<file path="src/rtl/fx_pkg.sv">
// Shared 100BASE-FX definitions: 4B/5B control code groups and the TX state encoding.
// The receive-path delimiter detection uses the same constants.
package fx_pkg;

    localparam logic [4:0] CG_IDLE = 5'b11111;
    localparam logic [4:0] CG_J    = 5'b11000;
    localparam logic [4:0] CG_K    = 5'b10001;
    localparam logic [4:0] CG_T    = 5'b01101;
    localparam logic [4:0] CG_R    = 5'b00111;
    localparam logic [4:0] CG_H    = 5'b00100;

    typedef enum logic [1:0] {
        ST_IDLE,
        ST_SSD_K,
        ST_DATA,
        ST_ESD_R
    } tx_state_t;

endpackage

</file>
<file path="src/rtl/enc4b5b.sv">
// Combinational 4B/5B data encoder; the exact inverse of the receive decoder table.
module enc4b5b (
    input  logic [3:0] nib,
    output logic [4:0] code
);

    always_comb begin
        code = 5'b11110;
        case (nib)
            4'h0: code = 5'b11110;
            4'h1: code = 5'b01001;
            4'h2: code = 5'b10100;
            4'h3: code = 5'b10101;
            4'h4: code = 5'b01010;
            4'h5: code = 5'b01011;
            4'h6: code = 5'b01110;
            4'h7: code = 5'b01111;
            4'h8: code = 5'b10010;
            4'h9: code = 5'b10011;
            4'hA: code = 5'b10110;
            4'hB: code = 5'b10111;
            4'hC: code = 5'b11010;
            4'hD: code = 5'b11011;
            4'hE: code = 5'b11100;
            4'hF: code = 5'b11101;
            default: code = 5'b11110;
        endcase
    end

endmodule

</file>
<file path="src/rtl/fx_tx_enc4b5b.sv">
// 100BASE-FX transmit front end: MII nibbles -> J/K, 4B/5B data, T/R, IDLE fill,
// serialised MSB-first at the 125 MHz bit clock with optional NRZI.
module fx_tx_enc4b5b
    import fx_pkg::*;
#(
    parameter bit NRZI_EN = 1'b1
) (
    input  logic       i_clk,
    input  logic       i_rst,
    input  logic       i_tx_en,
    input  logic       i_tx_er,
    input  logic [3:0] i_txd,
    output logic       o_nib_req,
    output logic [4:0] o_tx_code,
    output logic       o_tx_bit,
    output logic       o_busy
);

    tx_state_t  state, nxt_state;
    logic [2:0] bcnt;
    logic [4:0] sh;
    logic [4:0] nxt_code;
    logic [4:0] data_code;
    logic       cur_bit;

    enc4b5b u_enc (
        .nib  (i_txd),
        .code (data_code)
    );

    assign o_nib_req = (bcnt == 3'd4);
    assign o_busy    = (state != ST_IDLE);
    // sh is a copy of o_tx_code shifted left once per bit, so its MSB is o_tx_code[4-bcnt]
    assign cur_bit   = sh[4];

    always_comb begin
        nxt_state = state;
        nxt_code  = CG_IDLE;
        case (state)
            ST_IDLE: begin
                if (i_tx_en) begin
                    nxt_code  = CG_J;
                    nxt_state = ST_SSD_K;
                end
            end
            ST_SSD_K: begin
                if (i_tx_en) begin
                    nxt_code  = CG_K;
                    nxt_state = ST_DATA;
                end else begin
                    nxt_code  = CG_T;
                    nxt_state = ST_ESD_R;
                end
            end
            ST_DATA: begin
                if (!i_tx_en) begin
                    nxt_code  = CG_T;
                    nxt_state = ST_ESD_R;
                end else if (i_tx_er) begin
                    nxt_code  = CG_H;
                end else begin
                    nxt_code  = data_code;
                end
            end
            ST_ESD_R: begin
                nxt_code  = CG_R;
                nxt_state = ST_IDLE;
            end
            default: begin
                nxt_code  = CG_IDLE;
                nxt_state = ST_IDLE;
            end
        endcase
    end

    always_ff @(posedge i_clk) begin
        if (i_rst) begin
            state     <= ST_IDLE;
            bcnt      <= 3'd0;
            o_tx_code <= CG_IDLE;
            sh        <= CG_IDLE;
            o_tx_bit  <= 1'b0;
        end else begin
            bcnt     <= o_nib_req ? 3'd0 : bcnt + 3'd1;
            o_tx_bit <= NRZI_EN ? (o_tx_bit ^ cur_bit) : cur_bit;
            if (o_nib_req) begin
                state     <= nxt_state;
                o_tx_code <= nxt_code;
                sh        <= nxt_code;
            end else begin
                sh <= {sh[3:0], 1'b0};
            end
        end
    end

endmodule

</file>
<file path="config.mk">
export PLATFORM = sky130hd
export DESIGN_NAME = fx_tx_enc4b5b
export DESIGN_NICKNAME = d
export VERILOG_FILES = /design/src/rtl/fx_pkg.sv /design/src/rtl/enc4b5b.sv /design/src/rtl/fx_tx_enc4b5b.sv
export SDC_FILE = /design/constraint.sdc
export NUM_CORES = 1
export LEC_CHECK = 0
export ABC_CLOCK_PERIOD_IN_PS = 1900
export CELL_PAD_IN_SITES_DETAIL_PLACEMENT = 0
export CELL_PAD_IN_SITES_GLOBAL_PLACEMENT = 1
export CORE_MARGIN = 1
export CORE_UTILIZATION = 38
export DETAILED_ROUTE_END_ITERATION = 6
export GPL_TIMING_DRIVEN = 0
export PLACE_DENSITY = 0.87
export SYNTH_ARGS = -nofsm -noshare
export SYNTH_HDL_FRONTEND = slang
export SYNTH_HIERARCHICAL = 1
export SYNTH_SLANG_ARGS = --single-unit
export TNS_END_PERCENT = 50
</file>
<file path="constraint.sdc">
create_clock -name i_clk -period 1.9 [get_ports i_clk]
set_input_delay 0.38 -clock i_clk [delete_from_list [all_inputs] [get_ports i_clk]]
set_output_delay 0.38 -clock i_clk [all_outputs]
set_load 0.03 [all_outputs]
</file>
==> results of run 1 <==
==> power by group through the flow <==
stage | combinational [W] | sequential, W | clock, W
after floorplan | 0.0000643 | 0.000373 | 0
after global placement | 0.000108 | 0.000367 | 0
after detailed placement | 0.000110 | 0.000367 | 0
after CTS | 0.000110 | 0.000360 | 0.000183
after global routing | 0.000122 | 0.000362 | 0.000201
final | 0.000109 | 0.000359 | 0.000171
==> per-layer routing <==
metal	up-vias	share of wire (%)	global-route usage (%)
li1	391	-	-
met1	355	47	18.4
met2	14	49	28.2
met3	2	3.2	5.76
met4	0	0.79	3.24
met5	-	0	0
==> how the worst max path moves through the flow <==
stage	endpoint	cells after the start	startpoint
after floorplan	sh[1]	5	state[0]
after global placement	o_nib_req	6	bcnt[0]
after detailed placement	o_nib_req	6	bcnt[0]
after CTS	o_nib_req	6	bcnt[0]
after global routing	o_busy	4	state[0]
final	o_busy	4	state[0]
==> synth_stat cells, types with 2 or more instances <==
cell and number:
buf_4 2, inv_1 8, o211ai_1 2, nand3_1 2
nor2_1 4, mux2i_1 3, o21a_1 2, nand2b_1 2
o21bai_1 2, nor3_1 5, a221o_1 2, nor2b_1 6
dfxtp_1 16, nand2_1 4, a21oi_1 6, o21ai_0 7
xnor2_1 2, ha_1 6, a211oi_1 2
==> tightest hold or removal path: cells and delay by family <==
kind	cells	cell delay, ns
compound gates	2	0.15
buf+inv	1	0.12
==> cell type report <==
type | instances | share of cell area (%)
inverters | 9 | 3.59
well taps | 28 | 3.24
multi-input cells | 71 | 47.1
clock buffers | 3 | 2.08
repair buffers | 14 | 12.3
flip-flops and latches | 16 | 29.6
plain buffers | 3 | 2.08
==> cell families (layout without fill, tap and decap cells) <==
kind of cell	count (synthesis)	in the layout	synth area share, %
mux	3	3	3.35
buf+inv	13	29	7.68
flops	16	16	35.8
xor+xnor	2	2	1.96
simple gates	28	28	17.0
fa+ha+maj	6	6	8.38
compound gates	32	32	25.8
==> sequential cells by signal (all words and copies together) (netlist names) <==
register	flops
bcnt	3
o_tx_bit	1
o_tx_code	5
sh	5
state	2
==> stage by stage <==
stage          setup WS [ns]  area (sq um)  total power [W]  utilization, %  std cells
6_report               0.111          1080         0.000639            48.9        144
5_1_grt               0.0144          1080         0.000684            48.9        144
4_1_cts               0.0151          1080         0.000652            49.0        145
3_5_place_dp          -0.135          1070         0.000478            48.4        142
3_3_place_gp          -0.134          1070         0.000474            48.4        142
2_1_floorplan          0.401           896         0.000437               -        100
==> metrics.cfg, run 1 <==
[critical_path]
worstSetupPathType = reg -> out
critPathLaunchType = flop
r2r_end = state[0]
cp_max_fo = 7
worst_setup_path_end_kind = primary output
slowest_delay_ns = 0.41
r2r-start = state[0]
cp_top_family = buffers and inverters
r2r_slack_ns = 0.33
crit_required_ns = 1.52
cp_slowest_cell = dfxtp_1
path_buf_inv = 3
critPathArrivalTime_ns = 1.41
ff2ff_path_depth = 5
crit_chain = inv_1 -> ha_1 -> inv_2 -> buf_2

[logic_synthesis]
syn-instance-count = 100
async_flop_share_pct = 0
ys_seq_area_share_pct = 35.8
ys_types = 36
synth_edf_count = 0
ys_seq_elements = 16
ys.flop_type = dfxtp_1
synth_top_area_cell = dfxtp_1
syn-num-nets = 114
syn_avg_cell_area_sq_um = 8.96
ys_warn_count = 6
synthTopCellsByArea = dfxtp_1 (36%), ha_1 (8.4%), nor2b_1 (4.2%), o21ai_0 (3.9%), a21oi_1 (3.4%)
netlist_area_sq_um = 896
synth_top_area_share_pct = 35.8

[floorplanning]
num_rows = 17
ios = 16
start_util_pct = 40.5
die_area_sq_um = 2560
die_h_um = 50.6
fp.dieW_um = 50.6
core_area_sq_um = 2210

[cts]
cts.repair.resized = 11
clock_sinks = 16
clock_latency_ns = 0.28
tritoncts = built
cts_buffers = 3
cts_hold_buf = 0
root_buffer = clkbuf_4
path_clk_slew_ns = 0.09
postCtsSetupBuffers = 0
cts_max_level = 1
cts_buffer_depth = 2

[drt]
wirelength_um = 1770
drc = 0
routed_via_density = 5.29
ant_nets = 0
wl_per_cell_um = 12.3
vias = 762
dr.pass1.iters = 4
drt_iter0_markers = 8

[placement]
port_buffers = 14
gp_congestion = 0.839
dp_hpwl_um = 1420

[outcome]
status = completed

[cells_and_area]
final_common_cell = dfxtp_1
multi_input_area_sq_um = 509
drive_above_1_share_pct = 12.9
diodes = 0
area_growth_pct = 20.7
final_cell_mix = dfxtp_1 (16), clkdlybuf4s50_1 (12), inv_1 (7), o21ai_0 (7)
seqCellArea_sq_um = 320
nets = 132
fill_cells = 231

[timing]
rsz0062_at_grt = false
timing.final.max_slew_violations = 0
hold_slack_ns = 0.417
tns_ns = 0
fin_skew_ns = 0.00448
setup_viol = 0
worst_slew_pin_slew_ns = 0.450
hold_viol = 0
layout_min_cycle_time_ns = 1.79
post-route-period-util_pct = 94.2
slew_headroom_pct = 70.0
fmaxAchievable_mhz = 559

[power_and_ir_drop]
p_leak_nw = 0.420
p_sw_share_pct = 25.6
p_per_area_nw_per_um2 = 591
intPower_w = 0.000475
seqPwrFrac_pct = 56.2
pwr-share-clk_pct = 26.7
power.switching_w = 0.000164
comb_power_share_pct = 17.1
vdd_ir_drop_max_mv = 0.534

[global_routing]
grt_first_pass_wirelength_um = 2990
antenna_found_initial = 0
grt_overflow_total = 0
grt.total_usage_pct = 16.0
first_global_vias = 703
grt_start_max_net_pins = 11

[hold_path]
hold_depth = 3
min_to = sh[4]
hp-start = i_tx_en
hp-class = in -> reg

[run]
cap_violations = 0

Note: power is estimated with default switching activity, not from simulation.
==> run 2, diff against run 1 <==
CAP_MARGIN = 10   (was not set)
==> results of run 2 <==
Final layout, timing and power as in run 1 (identical DEF).
==> run 3, diff against run 2 <==
ABC_CLOCK_PERIOD_IN_PS = 2100   (was 1900)
CAP_MARGIN = 5   (was 10)
CORE_UTILIZATION = 41   (was 38)
PLACE_DENSITY = 0.92   (was 0.87)
clock period = 2.1 ns   (was 1.9 ns; I/O delays follow)
==> run 3 against run 2 <==
Via count unchanged. Combinational power decreased by 9%. Hold slack improved by 0.038 ns. Non-clock buffer count increased by 1. Sequential power decreased by 9.5%. Final area increased by 1.4%. Global-route usage increased by 0.10 points. Critical path depth increased by 2. Sequential cell count unchanged. Sequential share of layout area decreased by 0.41 points. Setup slack improved by 0.064 ns. Highest routed layer unchanged. First-iteration DRC count increased by 88%.
==> metrics.cfg, run 3 (same netlist as run 1, synthesis figures left out) <==
[outcome]
status = completed

[drt]
vias = 762
dr.pass1.iters = 4
wirelength_um = 1740
wl_per_cell_um = 12.0
drc = 0
routed_via_density = 5.26
drt_iter0_markers = 15
ant_nets = 0

[global_routing]
antenna_found_initial = 0
first_global_vias = 763
grt.total_usage_pct = 16.1
grt_first_pass_wirelength_um = 3110
grt_start_max_net_pins = 11
grt_overflow_total = 0

[floorplanning]
die_area_sq_um = 2380
core_area_sq_um = 2000
num_rows = 16
fp.dieW_um = 48.7
start_util_pct = 44.7
die_h_um = 48.7
ios = 16

[cts]
path_clk_slew_ns = 0.10
cts_buffer_depth = 2
cts_buffers = 3
tritoncts = built
cts_max_level = 1
cts_hold_buf = 0
root_buffer = clkbuf_4
clock_latency_ns = 0.27
clock_sinks = 16

[cells_and_area]
fin_area_sq_um = 1100
final_common_cell = dfxtp_1
drive_above_1_share_pct = 12.7
final_cell_mix = dfxtp_1 (16), clkdlybuf4s50_1 (12), inv_1 (8)
diodes = 0
final_util_pct = 54.8
area_growth_pct = 22.3
top_regs = o_tx_code x5, sh x5, bcnt x3
nets = 133
fill_cells = 185

[power_and_ir_drop]
pwr-share-clk_pct = 32.0
vdd_ir_drop_max_mv = 0.288
power.switching_w = 0.000155
p_sw_share_pct = 24.8
seqPwrFrac_pct = 52.1
intPower_w = 0.000469
comb_power_share_pct = 15.9
totalPowerFinal_w = 0.000623
p_per_area_nw_per_um2 = 569
p_leak_nw = 0.435

[critical_path]
r2r_slack_ns = 0.57
ff2ff_path_depth = 5
cp_top_family = buffers and inverters
path_buf_inv = 4
worst_setup_path_end_kind = primary output
slowest_delay_ns = 0.37
critPathLaunchType = flop
r2r_end = o_tx_code[3]
crit_cells = 6
crit_required_ns = 1.68
worstSetupPathType = reg -> out
crit_chain = inv_1 -> ha_1 -> nand2_4 -> inv_6 -> buf_4 -> clkbuf_2
cp_slowest_cell = dfxtp_1
critPathArrivalTime_ns = 1.50
r2r-start = state[0]
cp_max_fo = 10

[timing]
worst_slew_pin_slew_ns = 0.478
setup_viol = 0
slew_headroom_pct = 68.1
timing.final.max_slew_violations = 0
layout_min_cycle_time_ns = 1.92
tns_ns = 0
fmaxAchievable_mhz = 519
fin_skew_ns = 0.00306
post-route-period-util_pct = 91.7
hold_viol = 0
worst_slack_ns = 0.175
rsz0062_at_grt = false

[hold_path]
hold_depth = 3
hp-class = in -> reg
hp-start = i_tx_en
min_to = o_tx_code[4]

[placement]
postPlaceCellArea_sq_um = 1070
dp_slack_ns = 0.0249
dp_hpwl_um = 1370
gp_congestion = 0.850
port_buffers = 14

[run]
cap_violations = 0

[run 3: cell types whose count changed in the layout (fill, tap and decap cells not counted), sizes merged]
cell,delta
buf,-1
clkbuf,+3
[run 3: how the worst max path moves through the flow]
stage / startpoint / end / slack [ns]
2_1_floorplan: state[0] / sh[1] / 0.60
3_3_place_gp: bcnt[0] / o_nib_req / 0.03
3_5_place_dp: bcnt[0] / o_nib_req / 0.02
4_1_cts: state[0] / o_busy / 0.004
5_1_grt: bcnt[0] / o_nib_req / 0.07
6_report: bcnt[0] / o_nib_req / 0.18
[run 3: routing by layer]
| layer | global-route usage [%] | vias to the layer above | part of all wire (%) |
|---|---|---|---|
| met3 | 2.83 | 2 | 3.1 |
| met4 | 3.43 | 0 | 0.58 |
| met2 | 28.2 | 12 | 49 |
| met1 | 20.4 | 356 | 47 |
| li1 | - | 392 | - |
| met5 | 0 | - | 0 |
[run 3: worst register-to-register path, delay by kind of cell (launching register included)]
kind,cells,cell delay (ns)
fa+ha+maj,1,0.29
flops,1,0.40
buf+inv,1,0.08
simple gates,2,0.53
compound gates,1,0.11
[run 3: area by class of cell]
| class | count | area [sq um] | share of cell area (%) |
|---|---|---|---|
| Clock buffer | 4 | 36.3 | 3.31 |
| Tap cell | 27 | 33.8 | 3.08 |
| Timing Repair Buffer | 14 | 130 | 11.9 |
| Sequential cell | 16 | 320 | 29.2 |
| Inverter | 9 | 38.8 | 3.54 |
| Multi-Input combinational cell | 71 | 507 | 46.2 |
| Buffer | 4 | 30.0 | 2.74 |
[run 3: what timing repair did]
| action | CTS | global route |
|---|---|---|
| resized for setup | 3 | 3 |
| buffers inserted | 0 | 0 |
| endpoints found under the setup margin | 2 | 2 |
[run 3: through the flow]
step / cells / hold slack [ns]
finish: 145 / 0.455
global route: 145 / 0.468
CTS: 145 / 0.453
detailed placement: 141 / 0.448
global placement: 141 / 0.443
floorplan: 100 / 0.431
[run 3: power groups by stage]
stage	registers, W	logic, W	clock network [W]
3_5_place_dp	0.000333	0.000100	0
5_1_grt	0.000327	0.000110	0.000221
2_1_floorplan	0.000337	0.0000582	0
3_3_place_gp	0.000332	0.0000978	0
6_report	0.000325	0.0000989	0.000200
4_1_cts	0.000325	0.0000996	0.000206
==> variant 1 (settings of run 2) <==
Register the inputs `i_tx_en`, `i_tx_er` and `i_txd` before use. The logic sees them one clock later.
--- a/src/rtl/fx_tx_enc4b5b.sv
+++ b/src/rtl/fx_tx_enc4b5b.sv
@@ -17,4 +17,14 @@
 );
 
+    logic i_tx_en_q;
+    logic i_tx_er_q;
+    logic [3:0] i_txd_q;
+
+    always_ff @(posedge i_clk) begin
+        i_tx_en_q <= i_tx_en;
+        i_tx_er_q <= i_tx_er;
+        i_txd_q   <= i_txd;
+    end
+
     tx_state_t  state, nxt_state;
     logic [2:0] bcnt;
@@ -25,5 +35,5 @@
 
     enc4b5b u_enc (
-        .nib  (i_txd),
+        .nib  (i_txd_q),
         .code (data_code)
     );
@@ -39,5 +49,5 @@
         case (state)
             ST_IDLE: begin
-                if (i_tx_en) begin
+                if (i_tx_en_q) begin
                     nxt_code  = CG_J;
                     nxt_state = ST_SSD_K;
@@ -45,5 +55,5 @@
             end
             ST_SSD_K: begin
-                if (i_tx_en) begin
+                if (i_tx_en_q) begin
                     nxt_code  = CG_K;
                     nxt_state = ST_DATA;
@@ -54,8 +64,8 @@
             end
             ST_DATA: begin
-                if (!i_tx_en) begin
+                if (!i_tx_en_q) begin
                     nxt_code  = CG_T;
                     nxt_state = ST_ESD_R;
-                end else if (i_tx_er) begin
+                end else if (i_tx_er_q) begin
                     nxt_code  = CG_H;
                 end else begin
Check against the original RTL: not equivalent (a bounded check fails within 10 cycles, from zero or initial values and one cycle with i_rst high).
==> variant 1 against run 2 <==
Setup slack worse by 4.9 ps; wire length up 7.6%; total power increased by 51%; register-to-register slack improved by 70 ps; synthesized area grew 15%; cell area up 18%; synthesized cell count increased by 6.0%; sequential cell count up 6; count of clock-buffer cells in the layout did not move; critical endpoint is now o_nib_req; largest power group unchanged.
==> variant 1: results <==
status:
  status: "finished clean"
synthesis:
  ys_seq_area_frac: 0.429
  synth_compound_area_frac: 0.239
  synthMuxAreaShare: 0.00974
global_routing:
  grt_pass1_vias: 717
placed_design:
  gp_congestion: 0.744
  pre_cts_slack_ps: -172
  dp_hpwl_mm: 1.41
  io_buffers: 15
timing:
  max-slew-margin-rel: 0.717
floorplan:
  tap_cells: 30
power_and_ir_drop:
  p_sw_frac: 0.218
  power_clock_uw: 353
clock_tree:
  clkTransAtPathRegs_ps: 120
detailed_routing:
  drtIter0Drc: 9
  met2WireLength_um: 961
  wl_met3_um: 82
setup_path:
  regToRegEndpoint: "sh[2]"
  r2r_slack_ps: 400
  cp_max_fo: 10
min_path:
  hp-class: "register to register"
  worst_hold_path.endpoint: "bcnt[0]"
finish:
  signal_buffers: 22
  nMultiInputCombCells: 69
  nets: 141
  seq_share: 0.346
## variant 1: cell families (layout without fill, tap and decap cells)
kind of cell             Yosys count  count (layout)
AO/OA/AOI/OAI                     33              33
AND/OR/NAND/NOR                   27              27
buffers and inverters             15              35
multiplexers                       1               1
XOR/XNOR                           2               2
adder cells (fa/ha/maj)            6               6
flip-flops                        22              22
## variant 1: routing by layer
metal | GRT usage | vias up
met3 | 0.0508 | 2
met5 | 0 | -
li1 | - | 413
met2 | 0.292 | 16
met4 | 0.0256 | 0
met1 | 0.167 | 385
## variant 1: stage by stage
stage	utilization	std cells	power, mW	instance area (sq um)	hold WS (ps)
floorplan	-	106	0.583	1030	403
global placement	0.482	151	0.620	1210	411
global route	0.507	156	1.02	1280	444
detailed placement	0.482	151	0.624	1210	440
CTS	0.503	156	0.976	1270	464
finish	0.507	156	0.968	1280	424
## variant 1: worst max-delay path: stages (launching register included)
cell     delay (ps)
dfxtp_2         350
inv_1            50
ha_2            200
nand2_4          70
inv_4            90
buf_4           170
buf_4           170
==> variant 2 (flow settings as in run 2) <==
Without the edit above. Change the parameter `NRZI_EN` from 1'b1 to 1'b0.
--- a/src/rtl/fx_tx_enc4b5b.sv
+++ b/src/rtl/fx_tx_enc4b5b.sv
@@ -4,5 +4,5 @@
     import fx_pkg::*;
 #(
-    parameter bit NRZI_EN = 1'b1
+    parameter bit NRZI_EN = 1'b0
 ) (
     input  logic       i_clk,
Function: changed (a bounded check fails within 4 cycles, from zero or initial values and one cycle with i_rst high).
==> variant 2 against run 2 <==
Sequential cell count unchanged; setup slack lost 18 ps; synthesized area shrank 0.70%; via count down 0.79%; clock skew decreased by 2.4 ps; wire length up 9.3%; count of clock-buffer cells in the layout is 1 higher; sequential share of layout area down 0.60 points; total power increased by 8.4%; cell area increased by 2.1%.
==> variant 2: results <==
clock_tree:
  htree_levels: 1
  ctsResizeCount: 8
  cts_setup_buffers: 1
  clockBufferDepth: 2
status:
  status: "finished clean"
synthesis:
  synth_compound_area_frac: 0.260
  async_flop_share: 0
  synth.top_cells.by_count: "dfxtp_1 (16), inv_1 (8), nor2b_1 (7), o21ai_0 (7)"
  ys_seq_area_frac: 0.360
  synth_fp_nets: 113
  synthMuxAreaShare: 0.0338
  synth_xor_area_frac: 0.00985
  synth_fa_ha_area_frac: 0.0844
  synth_area_per_cell_sq_um: 8.99
  synth_area_leaders: "dfxtp_1 (36%), ha_1 (8.4%), nor2b_1 (4.9%)"
detailed_routing:
  wl_met3_um: 66
  wl_met1_um: 882
  drtIter0Drc: 5
  met2WireLength_um: 970
  wl_per_cell_um: 13.2
  viasPerCell: 5.18
global_routing:
  grt_max_degree: 11
  grt_pass1_wl_mm: 3.25
  grt_usage: 0.176
  grt_antenna_before_repair: 0
  grt_pass1_vias: 748
placed_design:
  place_area_sq_mm: 0.00106
  numPlacedInstances: 141
  dp_hpwl_mm: 1.45
  gp_congestion: 0.818
finish:
  stdcell_count: 146
  nets: 133
  layout-drive-gt1-share: 0.153
  top_regs: "o_tx_code: 5 flops, sh: 5 flops, bcnt: 3 flops"
timing:
  tightest_slew_ps: 476
  fin_skew_ps: 2.05
power_and_ir_drop:
  ir_drop_mv: 0.581
  leakagePower_nw: 0.438
setup_path:
  worst_ep_arrival_time_ps: 1430
  regToRegEndpoint: "sh[3]"
min_path:
  worst_hold_path.endpoint: "o_tx_code[4]"
-- variant 2: worst max path at each step --
stage                  start         to  slack [ps]  cells past startpoint
floorplan           state[0]      sh[1]         400                      5
global placement     bcnt[0]  o_nib_req        -140                      6
detailed placement   bcnt[0]  o_nib_req        -160                      6
CTS                  bcnt[0]  o_nib_req         -60                      6
global route         bcnt[0]  o_nib_req           2                      6
finish              state[0]     o_busy          90                      4
-- variant 2: per-stage QoR --
stage	hold slack (ps)	setup slack (ps)	setup TNS, ps	utilization	power (mW)
after floorplan	414	401	0	-	0.432
after global placement	421	-140	-237	0.481	0.468
after detailed placement	443	-162	-263	0.481	0.472
after CTS	396	-62.7	-62.7	0.499	0.697
after global routing	405	2.02	0	0.499	0.729
final	402	92.7	0	0.499	0.693
-- variant 2: cell type report --
cell class,instances,area (sq um)
plain buffers,4,30.0
clock buffers,4,36.3
fillers,230,1110
inverters,9,38.8
multi-input cells,70,503
flip-flops and latches,16,320
well taps,28,35.0
repair buffers,15,140
-- variant 2: routing by layer --
layer / track usage / vias to the layer above
met3: 0.0636 / 2
met5: 0 / -
met1: 0.193 / 345
met4: 0.0417 / 0
met2: 0.318 / 14
li1: - / 395
-- variant 2: kinds of logic (layout without fill, tap and decap cells) --
group,count (synthesis),in the layout
mux,3,3
compound gates,32,32
simple gates,28,28
flops,16,16
buf+inv,13,32
fa+ha+maj,6,6
xor+xnor,1,1
-- variant 2: worst min-delay path, delay by kind of cell --
| family | cells | cell delay, ps |
|---|---|---|
| AOI/OAI and AO/OA | 2 | 150 |
| buffers and inverters | 1 | 120 |
-- variant 2: power by group --
group	total (mW)	switching, mW	internal (mW)
logic	0.110	0.0578	0.0518
clock network	0.225	0.109	0.117
registers	0.358	0.00809	0.350
total	0.693	0.175	0.518
